===== src/rtl/moven_logic_if.sv =====
// Move-tick / position bus between the game timer, the formation
// movement controller and the enemy sprite renderer.
interface moven_logic_if;
  // Move-tick level from the game timer; its rising edge requests one step.
  logic        mueva;
  // Formation left-edge pixel column, registered inside the controller.
  logic [10:0] posxE1;

  // Timer/renderer side: drives the tick, observes the position.
  modport master (
    output mueva,
    input  posxE1
  );

  // Controller side: consumes the tick, produces the position.
  modport slave (
    input  mueva,
    output posxE1
  );
endinterface : moven_logic_if


===== src/rtl/moven_logic.sv =====
// Horizontal movement controller for the enemy formation.
// Each rising edge of the move-tick advances the formation by STEP pixels.
// The formation bounces between X_MIN and X_MAX, and both limits are inclusive.
// A step that would reach or cross a limit clamps the position to that limit.
// The direction flips on that same step.
module moven_logic #(
  parameter int X_START = 100,
  parameter int X_MIN   = 32,
  parameter int X_MAX   = 560,
  parameter int STEP    = 8
) (
  input  logic          clk,
  input  logic          reset,
  moven_logic_if.slave  bus
);

  // Formation direction; RIGHT means increasing x.
  typedef enum logic {
    DIR_RIGHT = 1'b0,
    DIR_LEFT  = 1'b1
  } dir_e;

  // 12-bit constants.
  // Sums and limits share one unsigned width, so pos + STEP can never wrap.
  localparam logic [11:0] XMAX_W     = 12'(X_MAX);
  localparam logic [11:0] XMIN_W     = 12'(X_MIN);
  localparam logic [11:0] STEP_W     = 12'(STEP);
  // Compare pos against X_MIN + STEP instead of computing pos - STEP first.
  // The left-limit test then never depends on an underflowed difference.
  localparam logic [11:0] LEFT_GUARD = 12'(X_MIN + STEP);
  localparam logic [10:0] XSTART_P   = 11'(X_START);
  localparam logic [10:0] XMIN_P     = 11'(X_MIN);
  localparam logic [10:0] XMAX_P     = 11'(X_MAX);

  dir_e        dir_q, dir_d;
  logic [10:0] pos_q, pos_d;
  logic        mueva_q;
  logic        tick;
  logic [11:0] pos_w;
  logic [11:0] pos_up;
  logic [11:0] pos_dn;

  // A tick is the first clock at which mueva is seen high after being low.
  assign tick   = bus.mueva & ~mueva_q;

  assign pos_w  = {1'b0, pos_q};
  assign pos_up = pos_w + STEP_W;
  assign pos_dn = pos_w - STEP_W;

  // State register: position, direction and the previous mueva sample.
  // NOTE: sequential state uses non-blocking assignments so every register
  // samples pre-edge values, independent of statement order.
  always_ff @(posedge clk or posedge reset) begin
    if (reset) begin
      pos_q   <= XSTART_P;
      dir_q   <= DIR_RIGHT;
      mueva_q <= 1'b0;
    end else begin
      pos_q   <= pos_d;
      dir_q   <= dir_d;
      mueva_q <= bus.mueva;
    end
  end

  // Next-state logic: step, clamp at a limit and flip direction on a tick.
  // NOTE: every output of this block gets a default first, so no path
  // through the case leaves a signal unassigned and no latch is inferred.
  always_comb begin
    pos_d = pos_q;
    dir_d = dir_q;
    if (tick) begin
      unique case (dir_q)
        DIR_RIGHT: begin
          if (pos_up < XMAX_W) begin
            pos_d = pos_up[10:0];
          end else begin
            pos_d = XMAX_P;
            dir_d = DIR_LEFT;
          end
        end
        DIR_LEFT: begin
          if (pos_w > LEFT_GUARD) begin
            pos_d = pos_dn[10:0];
          end else begin
            pos_d = XMIN_P;
            dir_d = DIR_RIGHT;
          end
        end
        default: begin
          pos_d = pos_q;
          dir_d = dir_q;
        end
      endcase
    end
  end

  // The renderer sees the registered position only, with no path from mueva.
  assign bus.posxE1 = pos_q;

  // XMIN_W is kept for symmetry with XMAX_W.
  // The left test goes through LEFT_GUARD, so XMIN_W drives no logic.
  logic unused_ok;
  assign unused_ok = ^XMIN_W;

endmodule : moven_logic


===== src/flat_wrapper.sv =====
// flat-port wrapper written by rule: the top's interface ports become plain ports
module moven_logic_flat 
#(
  parameter int X_START = 100,
  parameter int X_MIN   = 32,
  parameter int X_MAX   = 560,
  parameter int STEP    = 8
)
  (clk, reset, bus_mueva, bus_posxE1);
  moven_logic_if bus_i ();
  input  logic clk;
  input  logic reset;
  input wire logic [$bits(bus_i.mueva)-1:0] bus_mueva;
  output wire logic [$bits(bus_i.posxE1)-1:0] bus_posxE1;
  assign bus_i.mueva = bus_mueva;
  assign bus_posxE1 = bus_i.posxE1;
  moven_logic #(.X_START(X_START), .X_MIN(X_MIN), .X_MAX(X_MAX), .STEP(STEP)) u_core (.clk(clk), .reset(reset), .bus(bus_i));
endmodule

===== config.mk =====
export PLATFORM = sky130hd
export DESIGN_NAME = moven_logic_flat
export DESIGN_NICKNAME = d
export VERILOG_FILES = /design/src/rtl/moven_logic_if.sv /design/src/rtl/moven_logic.sv /design/src/flat_wrapper.sv
export SDC_FILE = /design/constraint.sdc
export NUM_CORES = 1
export LEC_CHECK = 0
export BUFFER_PORTS_ARGS = -buffer_cell sky130_fd_sc_hd__buf_2
export CORE_ASPECT_RATIO = 1.5
export CORE_MARGIN = 2
export CORE_UTILIZATION = 45
export DETAILED_ROUTE_END_ITERATION = 12
export GPL_TIMING_DRIVEN = 0
export PLACE_DENSITY = 0.66
export REMOVE_ABC_BUFFERS = 1
export SETUP_SLACK_MARGIN = 0.3
export SYNTH_ARGS = -nofsm -noshare
export SYNTH_HDL_FRONTEND = slang
export SYNTH_SLANG_ARGS = --single-unit

===== constraint.sdc =====
create_clock -name clk -period 5.4 [get_ports clk]
set_input_delay 0.27 -clock clk [delete_from_list [all_inputs] [get_ports clk]]
set_output_delay 0.27 -clock clk [all_outputs]
set_load 0.1 [all_outputs]

======== Word level (Yosys, flattened, before mapping) ========
Index checks and enable logic that the tools add are counted.
word-level totals
  bits in registers ....................... 13
  output and inout port bits .............. 11
operators by class
  add/subtract/negate cells ............... 2
  magnitude comparators ................... 2
  mux-type cells .......................... 6
  bitwise logic cells ..................... 3
operators with widths
  cell                   count
  $mux 11                2
  $pmux 11 s2            1
  $add 11x4->12 const B  1
  $lt 12x10->1 const B   1
  $gt 11x6->1 const B    1
  $sub 11x4->11 const B  1
  $mux 1                 2
  $not 1->1              2
  $pmux 1 s2             1
  $and 1x1->1            1

======== Logic depth before layout (Yosys ltp) ========
Gate-level depths: netlist (run 1).
  depth after elaboration ................. 4
  depth in mapped cells ................... 7
  depth with buffers taken out ............ 7

======== Worst setup path after synthesis (run 1) ========
Ideal clock, no wire load.
  kind .................................... register to register
  start point ............................. register u_core.pos_q[3], in the netlist u_core.bus.posxE1[3]
  end point ............................... register u_core.pos_q[4], in the netlist u_core.bus.posxE1[4]
  arrival time ............................ 2510 ps
  setup slack ............................. 2771 ps
  stages on the path, launching flop included .. 7
  path buffers ............................ 0
  cell sequence ........................... dfrtp_1 > ha_1 > nand3_1 > or4b_4 > a22oi_4 > nand3b_1 > a31o_1
between the ends
  longest elaborated chain between the ends .. 4
  elaborated cells between the ends (all ways) .. 7
  classes of those cells .................. add/sub (2); order compare (2); mux (3)
RTL lines
  what                    RTL line           RTL
  start, declared         moven_logic.sv:36  logic [10:0] pos_q, pos_d;
  start signal, assigned  moven_logic.sv:59  pos_q <= pos_d;
  $add 11x4->12           moven_logic.sv:47  assign pos_up = pos_w + STEP_W;
  $lt 12x10->1            moven_logic.sv:74  if (pos_up < XMAX_W) begin
  $mux 11                 moven_logic.sv:74
  $pmux 11 s2 *           moven_logic.sv:72  unique case (dir_q)
Every way passes the cells marked *; elsewhere a longest branch is shown, timed or not.
A chain may end at the register's enable or synchronous reset.

======== Worst setup path after layout (run 1) ========
  start point ............................. register u_core.pos_q[3], in the netlist u_core.bus.posxE1[3]
  end point ............................... register u_core.pos_q[6], in the netlist u_core.bus.posxE1[6]
Same word-level chain as after synthesis.

==> flow_results.org, run 1 <==
** Status
- The run finished with clean final reports.

** Placed design
- Minimum setup slack after placement :: 3.29 ns
- The wire-length estimate of the detail-placed layout is 1.63 mm.
- Number of port buffers :: 11
- Routability cong. :: 0.895

** Yosys
- Summing the areas of all compound-gate instances in the mapped netlist gives 22.5% of the synthesized area.
- In the synthesized netlist, the number of instances is 117.
- Yosys Warn Count :: 0
- Cell Area, Synth :: 912 um2
- Synthesized-area fraction occupied by and/or/nand/nor cells :: 35.4%
- Register area share after synthesis :: 30.6%
- Distinct cell type count after synthesis :: 44
- Combinational family with the most area after synthesis :: simple AND/OR/NAND/NOR gates
- After synthesis, the mean cell area works out to 7.80 um2.
- Register bit total from synthesis :: 11
- Summing the areas of all xor and xnor instances in the mapped netlist gives 0.960% of the synthesized area.
- Share of cell area taken by muxes after synthesis :: 0%
- Summing the areas of all fa, ha and maj instances in the mapped netlist gives 2.74% of the synthesized area.

** Clock network
- Number of clock sinks :: 11
- At the later pin of the worst-skew pair, clock insertion delay measures 0.28 ns.
- Master cell of the clock root buffer :: sky130_fd_sc_hd__clkbuf_4
- After clock tree synthesis, the clock-pin slew on the worst setup and hold paths is 0.08 ns.
- Clock tree from TritonCTS :: built
- Max Root-Sink Buffers :: 2
- CTS built an H-tree with a depth of 1.
- Post-CTS timing repair inserted 0 buffers for setup.
- Clock tree synthesis inserted a total of 3 buffers.

** Power and ir drop
- The worst-case IR drop observed on VDD is 0.000260 V.
- The internal power of the cells totals 0.157 mW.
- For this design the total switching power over the nets is 0.167 mW.
- Power per cell area :: 329 nW/um2
- Combinational share of power :: 46.0%
- Reported leakage power :: 0.429 nW
- Net switching is 51.7% of the power.
- In this run, the clock network consumes 18.3% of the power.
- Sequential share of power :: 35.6%

** Timing
- Maximum clock frequency :: 0.466 GHz
- Across the routed clock network, the largest skew measured is 0.00755 ns.
- Hold is met by 0.121 ns.
- Max Transition Viols Final :: 0
- Tightest slew margin relative to the limit :: 48.5%
- Summed over all failing endpoints, the final setup total negative slack is 0 ns.
- Slew at the pin closest to its max-slew limit :: 0.770 ns
- The number of hold-slack violations in the final timing report is 0.
- Setup violations remaining at the end of the flow were counted as 0.
- Setup repair after global routing left no endpoint under its margin.
- Counting I/O delays and the setup requirement, the final critical path takes 2.14 ns.
- Final setup margin :: 3.26 ns
- Final critical-path share of the clock period :: 39.7%

** GRT
- Entering global routing, the biggest net connects 15 pins.
- Tot GR Track Use :: 22.1%
- For this run the aggregate overflow at the end of global routing stands at 0.
- Number of global-route vias before repair :: 777
- The first global-routing pass estimated 3.66 mm of wire.
- The number of antenna violations at the first check in global routing is 0.

** Worst setup path
- WS Path Type :: flop to flop
- STA puts the critical path data arrival time at 2.34 ns.
- Critical Path Sink Type :: flop
- STA classifies the critical path startpoint as a flop.
- Required time of the critical path :: 5.59 ns
- For flop-to-flop paths, the worst setup slack is 3.26 ns.
- Of all nets on the critical path, the largest fanout is 10.

** Detailed routing
- In the routed design, unresolved DRC markers number 0.
- The detailed router finished its first iteration with 32 violations.
- Summing over every cut layer, the via total after detailed routing is 902.
- Wire length per cell :: 15.1 um
- The routed design has 2.24 mm of wire.
- In this run the remaining antenna-violating nets after routing total 0.
- DR vias/cell :: 6.09
- DR pass1 iterations :: 4

** Hold path
- Kind of path behind the tightest hold check :: input port to flop

** Layout
- Number of antenna cells inserted :: 0
- Growth of design area from synthesis to finish :: 8.09%
- For this run, the post-layout net count is 132.
- Count of filler cells inserted in the layout :: 205
- The post-route netlist has 16.7% of its cells at a drive strength greater than 1.
- Once layout is complete, the utilization of the core stands at 49.9%.

** Floorplan
- During I/O placement, the number of pins put on the boundary was 14.
- Area of the core region :: 1980 um2
- The die is 40.8 um wide.
- The die covers 2410 um2.
- The initialized floorplan defines 20 standard-cell rows.
- Initial core utilization :: 46.1%
- The die is 59.1 um tall.

** Flow run
- Max capacitance violation total :: 0
[worst paths after layout]
| kind | end | cells after the start | start |
|---|---|---|---|
| setup / recovery | u_core.bus.posxE1[6]$_DFFE_PP1P_ | 6 | u_core.bus.posxE1[3]$_DFFE_PP0P_ |
| hold / removal | u_core.mueva_q$_DFF_PP0_ | 1 | bus_mueva |
| setup reg to reg | u_core.bus.posxE1[6]$_DFFE_PP1P_ | 6 | u_core.bus.posxE1[3]$_DFFE_PP0P_ |
| hold reg to reg | u_core.bus.posxE1[2]$_DFFE_PP1P_ | 1 | u_core.bus.posxE1[2]$_DFFE_PP1P_ |
| max in group asynchronous | u_core.bus.posxE1[6]$_DFFE_PP1P_ | 3 | reset |
| min in group asynchronous | u_core.bus.posxE1[3]$_DFFE_PP0P_ | 3 | reset |
[area by class of cell]
cell class / count / area [um2] / share of cell area [%]
Sequential cell: 11 / 279 / 28.3
Multi-Input combinational cell: 94 / 569 / 57.7
Clock buffer: 4 / 26.3 / 2.66
Timing Repair Buffer: 12 / 65.1 / 6.60
Inverter: 5 / 18.8 / 1.90
Tap cell: 22 / 27.5 / 2.79
[through the flow]
stage | power, mW | instance area (um2) | cells
after floorplan | 0.235 | 867 | 110
after global placement | 0.262 | 950 | 143
after detailed placement | 0.265 | 950 | 143
after CTS | 0.325 | 986 | 148
after global routing | 0.343 | 986 | 148
final | 0.324 | 986 | 148
[logic make-up (layout without fill, tap and decap cells)]
logic type                 count (synthesis)  after routing
AOI/OAI and AO/OA                         30             30
xor gates and xnor gates                   1              1
buffers and inverters                     13             21
adders and majority gates                  2              2
DFF                                       11             11
other                                      1              2
and+or+nand+nor                           59             59
[cell usage in the layout, fill, tap and decap left out, types with 2 or more instances in the layout]
cell	n
sky130_fd_sc_hd__nor2_1	9
sky130_fd_sc_hd__ha_1	2
sky130_fd_sc_hd__nand2_1	12
sky130_fd_sc_hd__and3b_1	2
sky130_fd_sc_hd__o21ai_0	8
sky130_fd_sc_hd__buf_2	11
sky130_fd_sc_hd__conb_1	2
sky130_fd_sc_hd__and3_1	3
sky130_fd_sc_hd__nor2b_1	4
sky130_fd_sc_hd__nor3_1	5
sky130_fd_sc_hd__nand3_1	10
sky130_fd_sc_hd__dfrtp_1	8
sky130_fd_sc_hd__inv_1	5
sky130_fd_sc_hd__clkbuf_4	3
sky130_fd_sc_hd__dfstp_2	3
sky130_fd_sc_hd__nand4_1	4
sky130_fd_sc_hd__nand2b_1	2
sky130_fd_sc_hd__a21oi_1	8
[metal layers]
layer  GRT usage, %  vias up  wire (um)
li1               -      446          -
met2           34.5       35       1180
met5              0        -          0
met4           10.5        0         32
met1           27.5      416        919
met3           5.26        5        105
[power by group through the flow]
stage               logic, mW  registers (mW)  clock network, mW
finish                  0.149           0.116             0.0595
detailed placement      0.148           0.117                  0
floorplan              0.0633           0.172                  0
CTS                     0.149           0.115             0.0607
global placement        0.146           0.115                  0
global route            0.161           0.117             0.0654
[synthesized netlist by cell type]
master	count	area [um2]
sky130_fd_sc_hd__a211oi_1	1	7.51
sky130_fd_sc_hd__a21boi_0	1	7.51
sky130_fd_sc_hd__a21boi_1	1	7.51
sky130_fd_sc_hd__a21o_1	1	7.51
sky130_fd_sc_hd__a21oi_1	8	40.0
sky130_fd_sc_hd__a22oi_4	1	21.3
sky130_fd_sc_hd__a31o_1	1	8.76
sky130_fd_sc_hd__a32o_1	1	10.0
sky130_fd_sc_hd__a32oi_1	1	8.76
sky130_fd_sc_hd__and3_1	3	18.8
sky130_fd_sc_hd__and3b_1	2	17.5
sky130_fd_sc_hd__and4_1	1	8.76
sky130_fd_sc_hd__buf_2	2	10.0
sky130_fd_sc_hd__buf_4	2	15.0
sky130_fd_sc_hd__buf_6	1	11.3
sky130_fd_sc_hd__clkbuf_1	2	7.51
sky130_fd_sc_hd__clkbuf_2	1	5.00
sky130_fd_sc_hd__conb_1	1	3.75
sky130_fd_sc_hd__dfrtp_1	8	200
sky130_fd_sc_hd__dfstp_2	3	78.8
sky130_fd_sc_hd__ha_1	2	25.0
sky130_fd_sc_hd__inv_1	5	18.8
sky130_fd_sc_hd__nand2_1	12	45.0
sky130_fd_sc_hd__nand2b_1	2	12.5
sky130_fd_sc_hd__nand3_1	10	50.1
sky130_fd_sc_hd__nand3b_1	1	7.51
sky130_fd_sc_hd__nand4_1	4	25.0
sky130_fd_sc_hd__nand4b_1	1	8.76
sky130_fd_sc_hd__nor2_1	9	33.8
sky130_fd_sc_hd__nor2b_1	4	25.0
sky130_fd_sc_hd__nor3_1	5	25.0
sky130_fd_sc_hd__nor3b_1	1	7.51
sky130_fd_sc_hd__o211ai_1	1	7.51
sky130_fd_sc_hd__o21a_1	1	7.51
sky130_fd_sc_hd__o21ai_0	8	40.0
sky130_fd_sc_hd__o21ai_1	1	5.00
sky130_fd_sc_hd__o21bai_1	1	7.51
sky130_fd_sc_hd__o311a_2	1	11.3
sky130_fd_sc_hd__o31ai_1	1	7.51
sky130_fd_sc_hd__or3_1	1	6.26
sky130_fd_sc_hd__or4_1	1	7.51
sky130_fd_sc_hd__or4b_2	1	10.0
sky130_fd_sc_hd__or4b_4	1	13.8
sky130_fd_sc_hd__xnor2_1	1	8.76
[critical path, stage by stage, from the launching register on]
cell	delay [ns]
sky130_fd_sc_hd__dfrtp_1	0.51
sky130_fd_sc_hd__ha_1	0.29
sky130_fd_sc_hd__nand3_1	0.16
sky130_fd_sc_hd__or4b_4	0.57
sky130_fd_sc_hd__a22oi_4	0.19
sky130_fd_sc_hd__nand2_1	0.12
sky130_fd_sc_hd__o211ai_1	0.22
[flip-flops by register name, indices dropped and copies added, names as in the netlist]
register	cells
u_core.bus.posxE1	9
u_core.mueva_q	1
u_core.dir_q	1
[repair_timing]
item | 4_1_cts | 5_1_grt
hold buffers | 1 | 0
gates resized for setup | 0 | 0
hold endpoints to repair | 8 | 0
endpoints found under the setup margin | 0 | 0
Power figures use the tool's default switching activity.
==> run 2, diff against run 1 <==
==> constraint.sdc (replaced) <==
create_clock -name clk -period 2.2 [get_ports clk]
set_input_delay 0.11 -clock clk [delete_from_list [all_inputs] [get_ports clk]]
set_output_delay 0.11 -clock clk [all_outputs]
set_load 0.1 [all_outputs]
==> run 2 against run 1 <==
Against the previous run:
- count of clock-buffer cells in the layout is the same
- sequential power is 140% higher
- die area unchanged
- critical path depth is 1 lower
- combinational power rose to 2.9 times the previous value
- cell count up 6.1%
- largest cell class unchanged
==> flow_results.org, run 2 (same netlist as run 1, synthesis figures left out) <==
** Status
- Run status :: completed (unchanged)

** Worst setup path
- Data arrival, critical path :: 2.07 ns (was 2.34 ns)
- Ordered cell list for the critical path :: nand3_4 > or4b_4 > a22oi_4 > nand3b_1 > a31o_1 (was ha_1 > nand3_1 > or4b_4 > a22oi_4 > nand2_1 > o211ai_1)
- The delay of the slowest cell on the worst path is 0.63 ns (was 0.57 ns).
- Critical Path Sink Type :: flop (unchanged)
- Required time of the critical path :: 2.38 ns (was 5.59 ns)
- The critical path buffer and inverter count is 0 (unchanged).
- The standard cell with the maximum stage delay on the critical path was sky130_fd_sc_hd__dfstp_2 (was sky130_fd_sc_hd__or4b_4).
- The kind of launch point of the worst setup path was a flop (unchanged).
- Cell class contributing the biggest share of worst-path delay :: simple AND/OR/NAND/NOR gates (unchanged)
- The category of the most critical setup path is flop to flop (unchanged).
- The maximum fanout along the worst path was 7 (was 10).

** Clock network
- CTS H-Tree Depth :: 1 (unchanged)
- Reg clk slew, reported paths :: 0.08 ns (about the same)
- The CTS tree was built (unchanged).
- The master cell of the clock root buffer was sky130_fd_sc_hd__clkbuf_4 (unchanged).
- The number of buffers created by CTS was 3 (unchanged).
- Max Root-Sink Buffers :: 2 (unchanged)
- Clock latency on the worst-skew pair :: 0.28 ns (about the same)
- The number of sinks on the clock net came to 11 (unchanged).

** GRT
- The number of antenna violations at the first check in global routing was 0 (unchanged).
- Global route total overflow :: 0 (unchanged)
- Number of global-route vias before repair :: 853 (was 777)
- Largest net degree at the start of global routing :: 12 (was 15)
- The global-route wire length before repair is 4.00 mm (was 3.66 mm).
- Tot GR Track Use :: 24.2% (was 22.1%)

** Timing
- Final setup vio count :: 0 (unchanged)
- The worst hold slack after final layout is 0.363 ns (was 0.121 ns).
- Tightest slew margin relative to the limit :: 48.3% (was 48.5%)
- Hold violation count in the final report :: 0 (unchanged)
- Max Transition Viols Final :: 0 (unchanged)
- RSZ-0062 raised after global routing :: true (was false)
- Final period demand of the worst path :: 1.89 ns (was 2.14 ns)
- Slew at the pin closest to its max-slew limit :: 0.774 ns (was 0.770 ns)
- Setup TNS :: 0 ns (unchanged)
- The maximum clock skew at final layout came to 0.00384 ns (was 0.00755 ns).
- The maximum operating frequency was 0.528 GHz (was 0.466 GHz).
- The final period utilization is 86.1% (was 39.7%).

** Power and ir drop
- Max IR drop VDD :: 0.000678 V (was 0.000260 V)
- The switching component of the power was 0.438 mW (was 0.167 mW).
- The share of power burned in the clock network is 17.1% (was 18.3%).
- Internal portion of total power :: 0.425 mW (was 0.157 mW)
- Final Power :: 0.862 mW (was 0.324 mW)
- The share of power burned in combinational logic was 50.9% (was 46.0%).
- The total leakage power is 0.470 nW (was 0.429 nW).
- The power density normalized to cell area is 780 nW/um2 (was 329 nW/um2).
- Sequential share of power :: 32.1% (was 35.6%)
- The proportion of total power due to net switching is 50.8% (was 51.7%).

** Layout
- Proportion of layout cells with a drive suffix above 1 :: 28.1% (was 16.7%)
- The post-layout net count is 141 (was 132).
- Most used cells in the layout excluding fill and tap cells :: sky130_fd_sc_hd__nand2_1 (12), sky130_fd_sc_hd__buf_2 (11), sky130_fd_sc_hd__nand3_1 (8), sky130_fd_sc_hd__nor2_1 (8), sky130_fd_sc_hd__a21oi_1 (8) (was sky130_fd_sc_hd__nand2_1 (12), sky130_fd_sc_hd__buf_2 (11), sky130_fd_sc_hd__nand3_1 (10))
- Number of antenna cells inserted :: 0 (unchanged)
- The flip-flop count of the largest register, all copies and words added is 9 (unchanged).
- Most common library cell in the layout ignoring fill and taps :: sky130_fd_sc_hd__nand2_1 (unchanged)
- Growth of design area from synthesis to finish :: 21.3% (was 8.09%)
- The final cell utilization of the core was 55.9% (was 49.9%).
- The number of standard cells in the layout, taps in and fillers out was 157 (was 148).

** Detailed routing
- The via count came to 978 (was 902).
- DR pass1 iterations :: 4 (unchanged)
- The total routed wirelength is 2.54 mm (was 2.24 mm).
- The remaining routing DRC violations came to 0 (unchanged).
- The detailed router's first-iteration violation count came to 38 (was 32).
- The ratio of routed vias to standard cells came to 6.23 (was 6.09).
- The residual antenna-violating net count after detailed routing was 0 (unchanged).
- Wire length per cell :: 16.2 um (was 15.1 um)

** Floorplan
- Number of rows in the core area :: 20 (unchanged)
- The die extent in y is 59.1 um (unchanged).
- The boundary pin count came to 14 (unchanged).
- DIE WIDTH :: 40.8 um (unchanged)
- The placeable core area came to 1980 um2 (unchanged).
- Initial core utilization :: 46.1% (unchanged)
- The total die area is 2410 um2 (unchanged).

** Hold path
- The worst hold path class is input port to async pin (was input port to flop).

** Placed design
- The number of port buffers was 11 (unchanged).
- Total instance count after detailed placement :: 143 (unchanged)
- The detailed placement HPWL was 1.63 mm (unchanged).
- The last weighted congestion value of the routability-driven placer was 0.895 (unchanged).

** Flow run
- Max capacitance violation total :: 0 (unchanged)
==> run 2: what timing repair did <==
action / 4_1_cts / 5_1_grt
buffers inserted: 7 / 1
endpoints found under the setup margin: 9 / 9
hold buffers: 2 / 0
resized for setup: 7 / 8
pin swaps: 1 / 4
hold endpoints to repair: 9 / 0
==> run 2: area by class of cell <==
type                            count  area [um2]
Multi-Input combinational cell     94         608
Tap cell                           22        27.5
Fill cell                         190         871
Sequential cell                    11         283
Clock buffer                        4        26.3
Timing Repair Buffer               21         143
Inverter                            5        18.8
==> run 2: layer usage <==
layer  part of all wire (%)  global-route usage [%]
met1                     39                    28.9
met2                     52                    38.5
met3                    5.2                    5.26
met4                    3.1                    12.9
met5                      0                       0
==> run 2: worst register-to-register path, stage by stage, from the launching register on <==
cell and delay (ns):
sky130_fd_sc_hd__dfstp_2 0.63, sky130_fd_sc_hd__nand3_4 0.09, sky130_fd_sc_hd__or4b_4 0.54, sky130_fd_sc_hd__a22oi_4 0.21, sky130_fd_sc_hd__nand3b_1 0.11, sky130_fd_sc_hd__a31o_1 0.21
==> run 2: path summary, 6_finish.rpt <==
path / cells after the start / slack, ns / startpoint / to
worst max-delay path: 5 / 0.31 / u_core.bus.posxE1[5]$_DFFE_PP1P_ / u_core.bus.posxE1[4]$_DFFE_PP0P_
worst min-delay path: 3 / 0.36 / reset / u_core.bus.posxE1[9]$_DFFE_PP0P_
worst max register to register: 5 / 0.31 / u_core.bus.posxE1[5]$_DFFE_PP1P_ / u_core.bus.posxE1[4]$_DFFE_PP0P_
worst min register to register: 1 / 0.50 / u_core.bus.posxE1[2]$_DFFE_PP1P_ / u_core.bus.posxE1[2]$_DFFE_PP1P_
max in group asynchronous: 3 / 1.51 / reset / u_core.bus.posxE1[6]$_DFFE_PP1P_
min in group clk: 1 / 0.50 / u_core.bus.posxE1[2]$_DFFE_PP1P_ / u_core.bus.posxE1[2]$_DFFE_PP1P_
==> run 2: metrics by stage <==
| stage | area (um2) | setup slack, ns |
|---|---|---|
| floorplan | 867 | -0.435 |
| global placement | 950 | 0.112 |
| detailed placement | 950 | 0.0858 |
| CTS | 1070 | 0.297 |
| global route | 1110 | 0.234 |
| finish | 1110 | 0.306 |
==> run 2: power groups by stage <==
stage | Sequential [mW] | Combinational [mW] | Clock, mW
floorplan | 0.422 | 0.155 | 0
global placement | 0.283 | 0.359 | 0
detailed placement | 0.286 | 0.364 | 0
CTS | 0.272 | 0.420 | 0.149
global route | 0.280 | 0.467 | 0.159
finish | 0.276 | 0.439 | 0.147
